`config.mk`:
```
export PLATFORM = sky130hd
export DESIGN_NAME = maj_tt_sequencer_flat
export DESIGN_NICKNAME = d
export VERILOG_FILES = /design/src/rtl/maj_tt_sequencer_pkg.sv /design/src/rtl/maj_tt_sequencer_if.sv /design/src/rtl/maj_tt_sequencer_maj3_inv.sv /design/src/rtl/maj_tt_sequencer.sv /design/src/flat_wrapper.sv
export SDC_FILE = /design/constraint.sdc
export NUM_CORES = 1
export LEC_CHECK = 0
export ABC_AREA = 1
export CAP_MARGIN = 20
export CORE_MARGIN = 1
export CORE_UTILIZATION = 40
export DETAILED_ROUTE_END_ITERATION = 6
export DONT_BUFFER_PORTS = 1
export PLACE_DENSITY = 0.54
export SLEW_MARGIN = 10
export SYNTH_ARGS = -nofsm -noshare
export SYNTH_HDL_FRONTEND = slang
export SYNTH_SLANG_ARGS = --single-unit
```
`constraint.sdc`:
```
create_clock -name clk -period 4.2 [get_ports clk]
set_input_delay 0.84 -clock clk [delete_from_list [all_inputs] [get_ports clk]]
set_output_delay 0.84 -clock clk [all_outputs]
set_load 0.05 [all_outputs]
```
`src/rtl/maj_tt_sequencer_pkg.sv`:
```
// rtl/maj_tt_sequencer_pkg.sv - shared types, source encoding and config validation helper
//
// Purpose: common definitions for the majority truth-table sequencer.
//   state_t     : sequencer FSM states
//   src_t       : operand select, wide enough for any supported network
//   gate_cfg_t  : one gate slot {sel_a, sel_b, sel_c, inv}
//   sel_ok()    : true when a select names const0, an input, or an available w
package maj_tt_pkg;

  localparam int NUM_VARS_DEF  = 7;
  localparam int MAX_GATES_DEF = 8;

  localparam int SRC_W = 8;
  typedef logic [SRC_W-1:0] src_t;

  // Source encoding: 0 = const0, then x0.., then w0..
  localparam int SRC_CONST0 = 0;
  localparam int SRC_X_BASE = 1;
  localparam int SRC_W_BASE = SRC_X_BASE + NUM_VARS_DEF;

  typedef enum logic [1:0] {
    ST_IDLE  = 2'd0,
    ST_EVAL  = 2'd1,
    ST_STORE = 2'd2,
    ST_DONE  = 2'd3
  } state_t;

  typedef struct packed {
    src_t       sel_a;
    src_t       sel_b;
    src_t       sel_c;
    logic [2:0] inv;   // bit0 inverts a
  } gate_cfg_t;

  // w_avail = number of w signals the consumer may legally read (w0..w(w_avail-1)).
  // Bounding by w_avail also rejects anything past the end of the encoding.
  function automatic logic sel_ok(input src_t sel, input int num_vars, input int w_avail);
    return int'(sel) < (SRC_X_BASE + num_vars + w_avail);
  endfunction

endpackage

```
`src/rtl/maj_tt_sequencer_if.sv`:
```
// rtl/maj_tt_sequencer_if.sv - configuration/run/result bundle of the majority sequencer
//
// Purpose: groups every non-clock signal of maj_tt_sequencer.
//   master : drives cfg_we, cfg_gate, cfg_sel_a/b/c, cfg_inv, num_gates,
//            out_sel, out_inv, start; receives busy, done, err, tt
//   slave  : the sequencer side (directions mirrored)
interface maj_tt_sequencer_if #(
  parameter int NUM_VARS  = 7,
  parameter int MAX_GATES = 8
);
  localparam int TT_W   = 2 ** NUM_VARS;
  localparam int SEL_W  = $clog2(1 + NUM_VARS + MAX_GATES);
  localparam int GATE_W = $clog2(MAX_GATES);
  localparam int NG_W   = $clog2(MAX_GATES + 1);

  logic              cfg_we;
  logic [GATE_W-1:0] cfg_gate;
  logic [SEL_W-1:0]  cfg_sel_a;
  logic [SEL_W-1:0]  cfg_sel_b;
  logic [SEL_W-1:0]  cfg_sel_c;
  logic [2:0]        cfg_inv;
  logic [NG_W-1:0]   num_gates;
  logic [SEL_W-1:0]  out_sel;
  logic              out_inv;
  logic              start;
  logic              busy;
  logic              done;
  logic              err;
  logic [TT_W-1:0]   tt;

  modport master (
    output cfg_we, cfg_gate, cfg_sel_a, cfg_sel_b, cfg_sel_c, cfg_inv,
    output num_gates, out_sel, out_inv, start,
    input  busy, done, err, tt
  );

  modport slave (
    input  cfg_we, cfg_gate, cfg_sel_a, cfg_sel_b, cfg_sel_c, cfg_inv,
    input  num_gates, out_sel, out_inv, start,
    output busy, done, err, tt
  );
endinterface

```
`src/rtl/maj_tt_sequencer_maj3_inv.sv`:
```
// rtl/maj_tt_sequencer_maj3_inv.sv - three-input majority with per-input inversion
//
// Purpose: the single shared gate evaluator.
//   a, b, c : operands
//   inv     : per-operand inversion, bit0 = a
//   y       : MAJ(a^inv[0], b^inv[1], c^inv[2])
module maj3_inv (
  input  logic       a,
  input  logic       b,
  input  logic       c,
  input  logic [2:0] inv,
  output logic       y
);
  logic ai, bi, ci;

  assign ai = a ^ inv[0];
  assign bi = b ^ inv[1];
  assign ci = c ^ inv[2];
  assign y  = (ai & bi) | (ai & ci) | (bi & ci);
endmodule

```
`src/rtl/maj_tt_sequencer.sv`:
```
// rtl/maj_tt_sequencer.sv - time-multiplexed majority-network truth-table generator
//
// Purpose: evaluates a programmed list of MAJ3 gates for every input pattern
// and assembles the selected output into a truth table.
//   clk, rst : clock and synchronous active-high reset
//   bus      : slave side of maj_tt_sequencer_if (gate-slot writes, run
//              parameters, start; busy/done/err status and tt result)
module maj_tt_sequencer
  import maj_tt_pkg::*;
#(
  parameter int NUM_VARS  = NUM_VARS_DEF,
  parameter int MAX_GATES = MAX_GATES_DEF
) (
  input logic               clk,
  input logic               rst,
  maj_tt_sequencer_if.slave bus
);
  localparam int TT_W   = 2 ** NUM_VARS;
  localparam int GATE_W = $clog2(MAX_GATES);
  localparam int NG_W   = $clog2(MAX_GATES + 1);
  localparam int W_BASE = SRC_X_BASE + NUM_VARS;

  state_t              state_q, state_d;
  gate_cfg_t           slots [MAX_GATES];
  logic [NUM_VARS-1:0] p_q;
  logic [GATE_W-1:0]   g_q;
  logic [NG_W-1:0]     ng_q;
  src_t                osel_q;
  logic                oinv_q;
  logic [MAX_GATES-1:0] w_q;
  logic [TT_W-1:0]     tt_q;
  logic                err_q, done_q;

  logic      idle_or_done, start_ok, cfg_write, cfg_legal, last_gate, last_pat;
  gate_cfg_t cur;
  logic      op_a, op_b, op_c, maj_y, out_bit;

  // Value of a source at pattern p, given the gate results computed so far.
  function automatic logic src_bit(input src_t sel, input logic [NUM_VARS-1:0] p,
                                   input logic [MAX_GATES-1:0] w);
    logic v;
    v = 1'b0;
    for (int i = 0; i < NUM_VARS; i++)
      if (int'(sel) == SRC_X_BASE + i) v = p[i];
    for (int j = 0; j < MAX_GATES; j++)
      if (int'(sel) == W_BASE + j) v = w[j];
    return v;
  endfunction

  assign idle_or_done = (state_q == ST_IDLE) || (state_q == ST_DONE);
  assign start_ok     = bus.start && idle_or_done;
  assign cfg_write    = bus.cfg_we && idle_or_done;
  assign last_gate    = (int'(g_q) + 1) == int'(ng_q);
  assign last_pat     = &p_q;

  // Checks the stored slots (pre-write values when cfg_we coincides with start).
  always_comb begin
    cfg_legal = 1'b1;
    if (bus.num_gates == '0 || int'(bus.num_gates) > MAX_GATES)
      cfg_legal = 1'b0;
    for (int g = 0; g < MAX_GATES; g++) begin
      if (g < int'(bus.num_gates)) begin
        if (!sel_ok(slots[g].sel_a, NUM_VARS, g) ||
            !sel_ok(slots[g].sel_b, NUM_VARS, g) ||
            !sel_ok(slots[g].sel_c, NUM_VARS, g))
          cfg_legal = 1'b0;
      end
    end
    if (!sel_ok(src_t'(bus.out_sel), NUM_VARS, int'(bus.num_gates)))
      cfg_legal = 1'b0;
  end

  // Shared evaluator fed by the slot of the gate currently being computed.
  assign cur  = slots[g_q];
  assign op_a = src_bit(cur.sel_a, p_q, w_q);
  assign op_b = src_bit(cur.sel_b, p_q, w_q);
  assign op_c = src_bit(cur.sel_c, p_q, w_q);

  maj3_inv u_maj3 (
    .a   (op_a),
    .b   (op_b),
    .c   (op_c),
    .inv (cur.inv),
    .y   (maj_y)
  );

  assign out_bit = src_bit(osel_q, p_q, w_q) ^ oinv_q;

  // State register
  always_ff @(posedge clk) begin
    if (rst) state_q <= ST_IDLE;
    else     state_q <= state_d;
  end

  // Next-state logic
  always_comb begin
    state_d = state_q;
    case (state_q)
      ST_IDLE, ST_DONE: if (start_ok) state_d = cfg_legal ? ST_EVAL : ST_DONE;
      ST_EVAL:          if (last_gate) state_d = ST_STORE;
      ST_STORE:         state_d = last_pat ? ST_DONE : ST_EVAL;
      default:          state_d = ST_IDLE;
    endcase
  end

  // Outputs
  always_comb begin
    bus.busy = (state_q == ST_EVAL) || (state_q == ST_STORE);
    bus.done = done_q;
    bus.err  = err_q;
    bus.tt   = tt_q;
  end

  // Datapath
  always_ff @(posedge clk) begin
    if (rst) begin
      for (int i = 0; i < MAX_GATES; i++) slots[i] <= '0;  // all-zero = const0 operands, no inversion
      p_q    <= '0;
      g_q    <= '0;
      ng_q   <= '0;
      osel_q <= '0;
      oinv_q <= 1'b0;
      w_q    <= '0;
      tt_q   <= '0;
      err_q  <= 1'b0;
      done_q <= 1'b0;
    end else begin
      // Pulse on entry to DONE; a rejected start issued from DONE re-enters it.
      done_q <= (state_d == ST_DONE) && ((state_q != ST_DONE) || start_ok);

      if (cfg_write && int'(bus.cfg_gate) < MAX_GATES)
        slots[bus.cfg_gate] <= '{sel_a: src_t'(bus.cfg_sel_a),
                                 sel_b: src_t'(bus.cfg_sel_b),
                                 sel_c: src_t'(bus.cfg_sel_c),
                                 inv:   bus.cfg_inv};

      if (start_ok) begin
        tt_q   <= '0;
        err_q  <= !cfg_legal;
        p_q    <= '0;
        g_q    <= '0;
        ng_q   <= bus.num_gates;
        osel_q <= src_t'(bus.out_sel);
        oinv_q <= bus.out_inv;
      end

      case (state_q)
        ST_EVAL: begin
          w_q[g_q] <= maj_y;
          g_q      <= last_gate ? '0 : g_q + 1'b1;
        end
        ST_STORE: begin
          tt_q[p_q] <= out_bit;
          p_q       <= p_q + 1'b1;
        end
        default: ;
      endcase
    end
  end
endmodule
```
`src/flat_wrapper.sv`:
```
// flat-port wrapper written by rule: the top's interface ports become plain ports
module maj_tt_sequencer_flat import maj_tt_pkg::*;
#(
  parameter int NUM_VARS  = NUM_VARS_DEF,
  parameter int MAX_GATES = MAX_GATES_DEF
)
  (clk, rst, bus_cfg_we, bus_cfg_gate, bus_cfg_sel_a, bus_cfg_sel_b, bus_cfg_sel_c, bus_cfg_inv, bus_num_gates, bus_out_sel, bus_out_inv, bus_start, bus_busy, bus_done, bus_err, bus_tt);
  maj_tt_sequencer_if #(.NUM_VARS(NUM_VARS), .MAX_GATES(MAX_GATES)) bus_i ();
  input logic clk;
  input logic rst;
  input wire logic [$bits(bus_i.cfg_we)-1:0] bus_cfg_we;
  input wire logic [$bits(bus_i.cfg_gate)-1:0] bus_cfg_gate;
  input wire logic [$bits(bus_i.cfg_sel_a)-1:0] bus_cfg_sel_a;
  input wire logic [$bits(bus_i.cfg_sel_b)-1:0] bus_cfg_sel_b;
  input wire logic [$bits(bus_i.cfg_sel_c)-1:0] bus_cfg_sel_c;
  input wire logic [$bits(bus_i.cfg_inv)-1:0] bus_cfg_inv;
  input wire logic [$bits(bus_i.num_gates)-1:0] bus_num_gates;
  input wire logic [$bits(bus_i.out_sel)-1:0] bus_out_sel;
  input wire logic [$bits(bus_i.out_inv)-1:0] bus_out_inv;
  input wire logic [$bits(bus_i.start)-1:0] bus_start;
  output wire logic [$bits(bus_i.busy)-1:0] bus_busy;
  output wire logic [$bits(bus_i.done)-1:0] bus_done;
  output wire logic [$bits(bus_i.err)-1:0] bus_err;
  output wire logic [$bits(bus_i.tt)-1:0] bus_tt;
  assign bus_i.cfg_we = bus_cfg_we;
  assign bus_i.cfg_gate = bus_cfg_gate;
  assign bus_i.cfg_sel_a = bus_cfg_sel_a;
  assign bus_i.cfg_sel_b = bus_cfg_sel_b;
  assign bus_i.cfg_sel_c = bus_cfg_sel_c;
  assign bus_i.cfg_inv = bus_cfg_inv;
  assign bus_i.num_gates = bus_num_gates;
  assign bus_i.out_sel = bus_out_sel;
  assign bus_i.out_inv = bus_out_inv;
  assign bus_i.start = bus_start;
  assign bus_busy = bus_i.busy;
  assign bus_done = bus_i.done;
  assign bus_err = bus_i.err;
  assign bus_tt = bus_i.tt;
  maj_tt_sequencer #(.NUM_VARS(NUM_VARS), .MAX_GATES(MAX_GATES)) u_core (.clk(clk), .rst(rst), .bus(bus_i));
endmodule
```
### After elaboration in Yosys (flattened, before gate mapping)

Memories as Yosys holds them, arrays and structs flattened. A register that Yosys moved wholly into a read port is not among the register bits.
Index checks and enable logic that the tools add are counted.

* register bits after elaboration: 159
* memory bits (writable): 120
* bits of input ports: 31
* memories: 1

* add/sub/neg operators: 4
* order comparisons: 38
* equality and inequality tests: 66
* muxes and demuxes: 107
* bitwise operators: 9
* reductions and logical operators: 57

Memories
* u_core.slots: depth 8, width 15, rd ports 9, clocked after Yosys merged registers in 1, wr ports 8, RTL line maj_tt_sequencer.sv:24 `gate_cfg_t slots [MAX_GATES];`

Operator list (count)
* $mux 128: 3
* $eq 8x5->1 const B: 24
* $lt 8x4->1 const B: 24
* $bwmux 128: 1
* $eq 8x4->1 const B: 12
* $mux 1: 86
* $eq 8x3->1 const B: 6
* $eq 32x5->1: 1
* $eq 4x4->1 const B: 8
* $lt 5x32->1: 1
* $logic_not 1->1: 25
* $eq 8x2->1 const B: 3
* $logic_or 1x1->1: 20
* $mux 3: 6
* $eq 4x3->1 const B: 4
* $lt 3x4->1 const A: 4
* $mux 15: 1
* $reduce_or 15->1: 1
* $mux 7: 2
* $bwmux 8: 1
* $eq 4x2->1 const B: 2
* $lt 1x4->1 const A: 2
* $lt 2x4->1 const A: 2
* $lt 7x8->1 const B: 1
* 25 further kinds: 41

### Depth between registers and ports, before layout

Gate-level depths: netlist (run 1).
An unclocked memory read counts as a cell.

* word-level depth: 27
* depth in mapped cells: 25
* depth with buffers taken out: 23

### Modules after synthesis

From an unflattened synthesis (run 1), not the netlist that was laid out.

* cells, all modules: 2044
* area, all modules: 14585.2 sq um

Modules (own cells, without submodules)
* maj_tt_sequencer: times used 1, cells each 2025, area each 14512.7 sq um, sequential area each 6846.6 sq um
* maj3_inv: times used 1, cells each 19, area each 72.6 sq um, sequential area each 0.0 sq um

### Worst setup path after synthesis (run 1)

No wires, ideal clock.

* kind: input -> register
* start: input rst
* end: memory u_core.slots[0][0] (netlist bit), enable pin
* arrival time: 1912 ps
* required time: 3834 ps
* setup slack: 1922 ps
* stages on the path: 6
* path buffers: 1
* cells stage by stage: inv_1 -> nand3_1 -> nor2_1 -> nand2_1 -> clkbuf_1 -> nand2_1

RTL lines
* start: declaration: RTL line flat_wrapper.sv:10 `input logic rst;`
* end: declaration: RTL line maj_tt_sequencer.sv:24

### Final worst setup path (run 1)

* start: register u_core.osel_q[0]
* end: register u_core.tt_q[120] (netlist: u_core.bus.tt[120])

* cells in the longest elaborated chain, start to end: 19
* elaborated cells between the ends (all ways): 33
* classes of those cells: eq/ne: 15; mux: 17; bitwise: 1

RTL lines
* start: declaration: RTL line maj_tt_sequencer.sv:28 `src_t osel_q;`
* start signal: assignment: RTL line maj_tt_sequencer.sv:143 `osel_q <= src_t'(bus.out_sel);`
* $eq 4x2->1: RTL line maj_tt_sequencer.sv:44 `if (int'(sel) == SRC_X_BASE + i) v = p[i];`
* $mux 1 (7 in series): RTL line maj_tt_sequencer.sv:44
* $mux 1 (7 in series): RTL line maj_tt_sequencer.sv:46 `if (int'(sel) == W_BASE + j) v = w[j];`
* $mux 1 (*): RTL line maj_tt_sequencer.sv:46
* $xor 1x1->1 (*): RTL line maj_tt_sequencer.sv:87 `assign out_bit = src_bit(osel_q, p_q, w_q) ^ oinv_q;`
* $bwmux 128 (*): RTL line maj_tt_sequencer.sv:153 `tt_q[p_q] <= out_bit;`
* $mux 128 (*): RTL line maj_tt_sequencer.sv:147 `case (state_q)`
* end signal: indexed assignment: RTL line maj_tt_sequencer.sv:153
* end: declaration: RTL line maj_tt_sequencer.sv:31 `logic [TT_W-1:0] tt_q;`

Every way passes the cells marked *; elsewhere a longest branch is shown, timed or not.
A chain may end at the register's enable or synchronous reset.

==> results by group, run 1 <==
Logic synthesis
  – Most frequent cell after synthesis: nor2_1
  – #FFs+latches synth: 282
  – Seq/Total Area, Yosys: 46.8%
  – Ranking of synthesized cells by area: edfxtp_1 (25%), dfxtp_1 (22%), nor2_1 (13%)
  – Netlist cell types: 44
  – Top cell type by total area after synthesis: edfxtp_1
  – Yosys Warn Count: 0
  – Mean Syn Cell Area: 7.04 sq um
  – Mapped Nets: 2115
  – Post-Synthesis Cells: 2075
  – Share of the synthesized area in the top cell type: 24.7%
  – Post-synth EDFFs: 120
  – Top cells by count, synth: nor2_1 (509), nand2_1 (381), inv_1 (290)
  – Top_reg_cell synth: dfxtp_1
  – Ys async rst share: 0%
  – Mapped Area: 14600 sq um

CTS
  – Clk root buf: clkbuf_16
  – Clock Tree Buf Depth: 3
  – Hold bufs inserted after CTS: 0
  – TritonCTS clock tree: built
  – Htree depth: 2
  – Setup repair bufs after CTS: 0
  – PostCTS Resize Cnt: 0
  – CTS sink cnt: 282
  – Clock slew at reported path FFs: 0.06 ns
  – Total CTS buffers: 35
  – Clock latency on the worst-skew pair: 0.53 ns

Min path
  – Hold Crit Class: primary input to flip-flop
  – Hold Crit Start: rst

STA
  – Final Max Tran Viols: 0
  – Period minus WS final: 3.12 ns
  – Unrepaired setup endpoints after global routing: false
  – Fin crit share: 74.2%
  – Clock skew after layout: 0.0241 ns
  – Final setup violation count: 0
  – FMAX: 321 MHz
  – Actual slew at the worst max-slew pin: 0.973 ns
  – Final Hold Fails: 0
  – Setup TNS: 0 ns
  – Slew margin rel.: 34.7%

Cells and area
  – Antenna cells: 0
  – Layout cells sized above 1: 4.44%
  – Layout Area Growth over Synthesis: 8.71%
  – Final Cell Area: 15900 sq um
  – Layout fillers: 3662
  – Nets: 2068
  – Register Area: 6850 sq um
  – Area occupied by multi-input gates: 6170 sq um
  – Final cell count without fillers: 2510

Critical path
  – Worst path required time: 4.63 ns
  – Type of the worst setup path: flip-flop to flip-flop
  – Crit path from: u_core.osel_q[0]
  – WP data arrival: 3.54 ns
  – Reg-to-reg critical path startpoint: u_core.osel_q[0]
  – Critical path peak fanout: 58
  – CP Launch Type: flip-flop
  – CP Capture Type: flip-flop

GRT
  – Initial antenna violation count: 0
  – Largest net degree at the start of global routing: 147
  – Grt ovf: 0
  – First-pass GRT wire length: 68.2 mm
  – Total track usage: 23.7%
  – Vias in the first global route: 11778

Floorplan
  – Die footprint: 37300 sq um
  – Site Rows: 69
  – Initial Util: 40.9%
  – Die width: 193 microns
  – Io pins: 162
  – Die height: 193 microns
  – Core Region: 35700 sq um

Placement
  – Placed Cells: 2452
  – Placed cell area: 14900 sq um
  – DP HPWL: 28.9 mm
  – Buffers on Ports: 0
  – Gpl congestion: 0.901

Routing
  – Drt drc: 19
  – DR vias: 13179
  – Vias per cell: 5.25
  – Final WL: 44.8 mm
  – Initial DRC count: 1133
  – Routed len/inst: 17.8 microns
  – Number of routed nets with antenna violations: 0
  – Drt pass-1 iters: 7

Power
  – Pwr dens: 515 nW/um^2
  – Static Leak: 0.00713 uW
  – Peak supply drop: 0.455 mV
  – Total design power: 8190 uW

Outcome
  – Violated checks: DRC
  – Status: finished, violations left

Flow run
  – Max Cap Viol: 0
final timing paths:
check,to,slack (ns),depth (start not counted)
min,u_core.p_q[0],0.38,1
max,u_core.bus.tt[120],1.08,13
min reg2reg,u_core.osel_q[1],0.51,2
max reg2reg,u_core.bus.tt[120],1.08,13
worst max-delay path, stage by stage (launching register included):
cell and delay, ns:
dfxtp_1 0.42, nor2_1 0.07, inv_1 0.13, o22ai_1 0.08, a211oi_1 0.23, o211ai_1 0.12
o21ai_1 0.08, o31ai_1 0.09, a211oi_1 0.50, or2_4 0.70, buf_4 0.35, nand3_1 0.10
nand2_1 0.08, inv_1 0.03
layout make-up:
type | instances | area share [%]
Tap cell | 461 | 3.63
Timing Repair Buffer | 19 | 0.977
Inverter | 295 | 6.99
Clock buffer | 46 | 5.96
Multi-Input combinational cell | 1395 | 38.8
Sequential cell | 282 | 43.1
Clock inverter | 12 | 0.528
cell usage in the layout (no fill, tap or decap), types with 3 or more instances in the layout:
cell type and instances:
a32o_1 7, a211oi_1 3, clkbuf_16 35, nand2_4 4
buf_4 18, nand2_1 379, nand2_2 10, inv_2 3
o21ai_1 14, edfxtp_1 120, nor3_1 4, clkinv_1 8
dfxtp_1 161, clkbuf_8 3, o21ai_2 3, nor4_1 3
a21oi_1 154, nand4_1 13, ha_1 9, o211ai_1 13
nor2_1 509, o21ai_0 33, o22ai_1 5, nand3_1 207
nand3_2 3, o31ai_1 4, clkbuf_1 8, inv_1 290
flip-flops by register name (all words and copies together) (netlist names), named ones only:
signal,cells
u_core.bus.done,1
u_core.w_q,8
u_core.osel_q,4
u_core.p_q,7
u_core.bus.tt,128
u_core.ng_q,4
u_core.slots,120
u_core.state_q,2
u_core.oinv_q,1
u_core.bus.err,1
u_core.g_q,3
kinds of logic (layout without fill, tap and decap cells):
kind of cell / Yosys count / after routing / synth area share [%]
AND/OR/NAND/NOR: 1136 / 1136 / 31.7
buffers and inverters: 398 / 372 / 11.1
flip-flops: 282 / 282 / 46.8
AO/OA/AOI/OAI: 247 / 247 / 9.40
adder cells (fa/ha/maj): 9 / 9 / 0.770
XOR/XNOR: 3 / 3 / 0.180
layer usage:
metal  global-route usage, %  vias up  wire length (microns)  part of all wire, %
li1                        -     6486                      -                    -
met1                    34.4     6216                  20700                   46
met2                    36.2      424                  19900                   45
met3                    4.96       53                   3450                  7.7
met4                    5.17        0                    666                  1.5
met5                       0        -                      0                    0
report_power, final:
group          internal [uW]  total, uW  switching (uW)
registers               3000       3150             149
clock network           1640       2810            1170
logic                    502       2220            1720
stage by stage:
step / hold slack (ns) / util [%] / setup slack, ns
after floorplan: 0.470 / - / 1.92
after global placement: 0.491 / 41.6 / 1.18
after detailed placement: 0.495 / 41.6 / 1.14
after CTS: 0.387 / 44.5 / 1.12
after global routing: 0.363 / 44.5 / 0.819
final: 0.379 / 44.5 / 1.08
No activity file was read; power rests on OpenSTA's default activity.
==> run 2: changes to the inputs <==
clock period = 3.08 ns   (was 4.2 ns; I/O delays follow)
==> run 2 against run 1 <==
Compared with the run above:
- the run still ends with DRC left
- clock-buffer cell count is 3 higher
- die area stayed put
- cell count is 1.0% higher
- global-route usage hardly changed
- combinational power is 42% higher
- non-clock buffer count is 24 higher
- sequential share of layout area is 0.87 points lower
==> results by group, run 2 (synthesis results as in run 1) <==
STA
  – Period minus WS final: 2.77 ns
  – Hold_ws: 0.151 ns
  – Slew margin rel.: 48.1%
  – Fin crit share: 90.0%
  – Final setup violation count: 0
  – Final Hold Fails: 0
  – FMAX: 361 MHz
  – Setup TNS: 0 ns
  – Actual slew at the worst max-slew pin: 0.771 ns
  – Final Max Tran Viols: 0
  – Clock skew after layout: 0.0136 ns
  – Unrepaired setup endpoints after global routing: false

Cells and area
  – Area occupied by multi-input gates: 6170 sq um
  – Commonest non-fill, non-tap cells in the layout: nor2_1 (509), nand2_1 (379), inv_1 (290)
  – Register Area: 6850 sq um
  – Nets: 2093
  – Finished Core Util: 45.4%
  – Layout cells sized above 1: 5.64%
  – Layout Area Growth over Synthesis: 10.9%
  – Most common cell after layout, fill and taps aside: nor2_1
  – Layout fillers: 3557
  – Max reg flops: 128
  – Antenna cells: 0

Critical path
  – Slowest stage delay, CP: 0.46 ns
  – CP Launch Type: flip-flop
  – Worst path required time: 3.56 ns
  – WP depth: 14
  – Slowest CP cell: a211oi_1
  – Reg-to-reg critical path startpoint: u_core.p_q[2]
  – Type of the worst setup path: flip-flop to flip-flop
  – FF-to-FF path depth: 14
  – Critical path peak fanout: 39
  – Dominant delay contributor by cell family on the critical path: compound AO/OA/AOI/OAI gates
  – RR Endpoint: u_core.bus.tt[71]
  – WP data arrival: 3.25 ns
  – Flop-to-flop setup slack: 0.31 ns
  – CP Cell Sequence: inv_1 > o22ai_1 > nor2_1 > nor2_1 > o21ai_1 > o211ai_1 > o21ai_1 > o31ai_1 > a211oi_1 > nand2_4 > buf_4 > nand3_1 > nand2_1 > inv_1
  – Crit path buf inv count: 3
  – CP Capture Type: flip-flop

Floorplan
  – Die height: 193 microns
  – Initial Util: 40.9%
  – Core Region: 35700 sq um
  – Die width: 193 microns
  – Die footprint: 37300 sq um
  – Io pins: 162
  – Site Rows: 69

GRT
  – Grt ovf: 0
  – Total track usage: 23.8%
  – Vias in the first global route: 12000
  – First-pass GRT wire length: 68.5 mm
  – Largest net degree at the start of global routing: 147
  – Initial antenna violation count: 1

Min path
  – Hold Crit Depth: 1
  – Hold EP: u_core.state_q[1]
  – Hold Crit Class: primary input to flip-flop
  – Hold Crit Start: rst

CTS
  – CTS sink cnt: 282
  – Hold bufs inserted after CTS: 0
  – Clock slew at reported path FFs: 0.06 ns
  – Clock Tree Buf Depth: 3
  – Total CTS buffers: 36
  – Htree depth: 2
  – PostCTS Resize Cnt: 0
  – Clock latency on the worst-skew pair: 0.54 ns
  – Clk root buf: clkbuf_16
  – TritonCTS clock tree: built
  – Setup repair bufs after CTS: 0

Routing
  – Initial DRC count: 1042
  – Drt pass-1 iters: 7
  – DR vias: 13096
  – Vias per cell: 5.17
  – Routed len/inst: 17.6 microns
  – Number of routed nets with antenna violations: 0
  – Final WL: 44.7 mm
  – Drt drc: 12

Outcome
  – Violated checks: DRC
  – Status: finished, violations left

Flow run
  – Max Cap Viol: 0

Power
  – Peak supply drop: 0.532 mV
  – Total design power: 11500 uW
  – Pwr dens: 708 nW/um^2
  – Static Leak: 0.00731 uW

Placement
  – Gpl congestion: 0.858
  – Buffers on Ports: 0
  – DP HPWL: 29.6 mm
==> run 2: report_power, final <==
group	total (uW)	internal, uW	switching (uW)
Sequential	4290	4100	196
Clock	4040	2410	1630
Combinational	3150	805	2340
==> run 2: how the worst max path moves through the flow <==
| stage | from | to | slack (ns) |
|---|---|---|---|
| 2_1_floorplan | u_core.state_q[0] | u_core.slots[0][0] | 1.0 |
| 3_3_place_gp | u_core.p_q[2] | u_core.bus.tt[71] | 0.40 |
| 3_5_place_dp | u_core.p_q[2] | u_core.bus.tt[71] | 0.38 |
| 4_1_cts | u_core.p_q[2] | u_core.bus.tt[71] | 0.36 |
| 5_1_grt | u_core.p_q[2] | u_core.bus.tt[88] | 0.07 |
| 6_report | u_core.p_q[2] | u_core.bus.tt[71] | 0.31 |
==> run 2: stage by stage <==
stage	worst slack, ns	instance area (sq um)	std cells
finish	0.308	16200	2535
floorplan	0.997	14600	2075
global route	0.0723	16200	2535
detailed placement	0.382	15100	2476
CTS	0.362	16200	2535
global placement	0.396	15100	2476
==> run 2: final cells by class <==
type                       instances  share of cell area [%]
tap                              461                    3.56
inverter                         295                    6.84
clock inverter                    10                   0.687
sequential                       282                    42.2
clock buffer                      49                    6.12
multi-input combinational       1395                    38.0
timing repair buffer              43                    2.53
==> run 2: routing by layer <==
metal	up-vias	track usage (%)	wire length (microns)
li1	6536	-	-
met1	6104	33.6	20800
met2	390	36.2	19600
met3	64	5.12	3310
met4	2	7.30	1030
met5	-	0	10
==> run 3: changes to the inputs <==
MAX_ROUTING_LAYER = met4   (was not set)
RECOVER_POWER = 25   (was not set)
==> run 3 against run 2 <==
Compared with the run above:
- the flow still finishes with violations (DRC)
- clock power hardly changed
- worst hold slack better by 0.0031 ns
- non-clock buffer count fell by 6
- power shrank 0.72%
- highest routed layer is now met4
==> results by group, run 3 (synthesis results as in run 1) <==
Critical path
  – WP data arrival: 3.20 ns
  – CP Launch Type: flip-flop
  – Type of the worst setup path: flip-flop to flip-flop
  – Worst path required time: 3.51 ns
  – CP Capture Type: flip-flop
  – Critical path peak fanout: 49

STA
  – Clock skew after layout: 0.0195 ns
  – Final Max Tran Viols: 0
  – Slew margin rel.: 48.5%
  – Setup TNS: 0 ns
  – Fin crit share: 90.1%
  – Final setup violation count: 0
  – Period minus WS final: 2.78 ns
  – Actual slew at the worst max-slew pin: 0.766 ns
  – FMAX: 360 MHz
  – Final Hold Fails: 0
  – Final WS setup: 0.304 ns
  – Hold_ws: 0.154 ns
  – Unrepaired setup endpoints after global routing: false

Routing
  – Vias per cell: 5.29
  – Final WL: 44.7 mm
  – Routed len/inst: 17.7 microns
  – DR vias: 13396
  – Initial DRC count: 1233
  – Drt pass-1 iters: 7
  – Number of routed nets with antenna violations: 0
  – Drt drc: 11

Cells and area
  – Register Area: 6850 sq um
  – Finished Core Util: 45.1%
  – Layout Area Growth over Synthesis: 10.4%
  – Max reg flops: 128
  – Most common cell after layout, fill and taps aside: nor2_1
  – Nets: 2085
  – Area occupied by multi-input gates: 6160 sq um
  – Layout cells sized above 1: 5.22%
  – Layout fillers: 3661
  – Commonest non-fill, non-tap cells in the layout: nor2_1 (509), nand2_1 (380), inv_1 (290)
  – Final Cell Area: 16100 sq um

CTS
  – Hold bufs inserted after CTS: 0
  – CTS sink cnt: 282
  – Clk root buf: clkbuf_16
  – Htree depth: 2
  – Clock slew at reported path FFs: 0.06 ns
  – Clock latency on the worst-skew pair: 0.53 ns
  – PostCTS Resize Cnt: 0
  – Clock Tree Buf Depth: 3
  – Total CTS buffers: 34
  – Setup repair bufs after CTS: 0
  – TritonCTS clock tree: built

Floorplan
  – Io pins: 162
  – Die height: 193 microns
  – Core Region: 35700 sq um
  – Site Rows: 69
  – Die footprint: 37300 sq um
  – Die width: 193 microns
  – Initial Util: 40.9%

Power
  – NetSw: 4120 uW
  – Pwr dens: 706 nW/um^2
  – Internal power: 7280 uW
  – Logic gate share of total power: 26.7%
  – Sequential power share: 37.9%
  – Sw Share: 36.1%
  – Clk pwr share: 35.4%
  – Peak supply drop: 0.539 mV
  – Static Leak: 0.00726 uW

Placement
  – DP HPWL: 29.4 mm
  – Placed cell area: 15100 sq um
  – Buffers on Ports: 0
  – Pre-CTS setup slack: 0.381 ns
  – Gpl congestion: 0.892

Min path
  – Hold Crit Class: primary input to flip-flop

GRT
  – Grt ovf: 0
  – Total track usage: 24.6%
  – First-pass GRT wire length: 68.6 mm
  – Largest net degree at the start of global routing: 147
  – Vias in the first global route: 12154
  – Initial antenna violation count: 2

Flow run
  – Max Cap Viol: 0

Outcome
  – Status: finished, violations left
  – Violated checks: DRC
run 3: cell count changes in the layout (fill, tap and decap cells not counted), moves of 2 or more:
cell and change:
clkbuf_8 +3, buf_4 -5, clkinv_1 -2, clkinv_2 -2
diode_2 +2, clkbuf_1 +5, clkbuf_16 -3
run 3: worst paths after layout:
| path | startpoint | to | slack (ns) | cells after the start |
|---|---|---|---|---|
| worst min-delay path | rst | u_core.state_q[1] | 0.15 | 1 |
| worst max-delay path | u_core.p_q[1] | u_core.bus.tt[124] | 0.30 | 14 |
| worst max register to register | u_core.p_q[1] | u_core.bus.tt[124] | 0.30 | 14 |
| worst min register to register | u_core.p_q[4] | u_core.p_q[4] | 0.51 | 2 |
run 3: metal layers:
| layer | global-route usage (%) | wire length (microns) | share of wire, % |
|---|---|---|---|
| met1 | 33.8 | 20500 | 46 |
| met3 | 4.92 | 3590 | 8.0 |
| met2 | 35.8 | 19500 | 44 |
| met5 | - | 0 | 0 |
| met4 | 8.32 | 1130 | 2.5 |
run 3: cell type report:
cell class                 instances  share of cell area (%)
antenna                            2                  0.0310
clock buffer                      54                    6.06
sequential                       282                    42.4
tap                              461                    3.57
inverter                         295                    6.88
timing repair buffer              37                    2.19
multi-input combinational       1395                    38.2
clock inverter                     6                   0.667
run 3: stage by stage:
stage | power (uW) | instances
finish | 11400 | 2532
global route | 12000 | 2532
CTS | 11500 | 2530
detailed placement | 7430 | 2470
global placement | 7430 | 2470
floorplan | 6640 | 2075
run 3: power groups by stage:
| stage | clock network, uW | logic, uW | registers (uW) |
|---|---|---|---|
| floorplan | 0 | 2320 | 4320 |
| global placement | 0 | 3040 | 4390 |
| detailed placement | 0 | 3030 | 4390 |
| CTS | 4120 | 3050 | 4310 |
| global route | 4250 | 3370 | 4340 |
| finish | 4040 | 3050 | 4320 |
run 3: worst max-delay path, cell delays in order (launching register included):
cell      delay (ns)
dfxtp_1         0.40
inv_1           0.24
o22ai_1         0.13
nor2_1          0.10
nor2_1          0.05
o21ai_1         0.08
o211ai_1        0.09
o21ai_1         0.08
o31ai_1         0.08
a211oi_1        0.42
or2_4           0.44
buf_12          0.29
nand3_1         0.11
nand2_1         0.08
inv_1           0.04
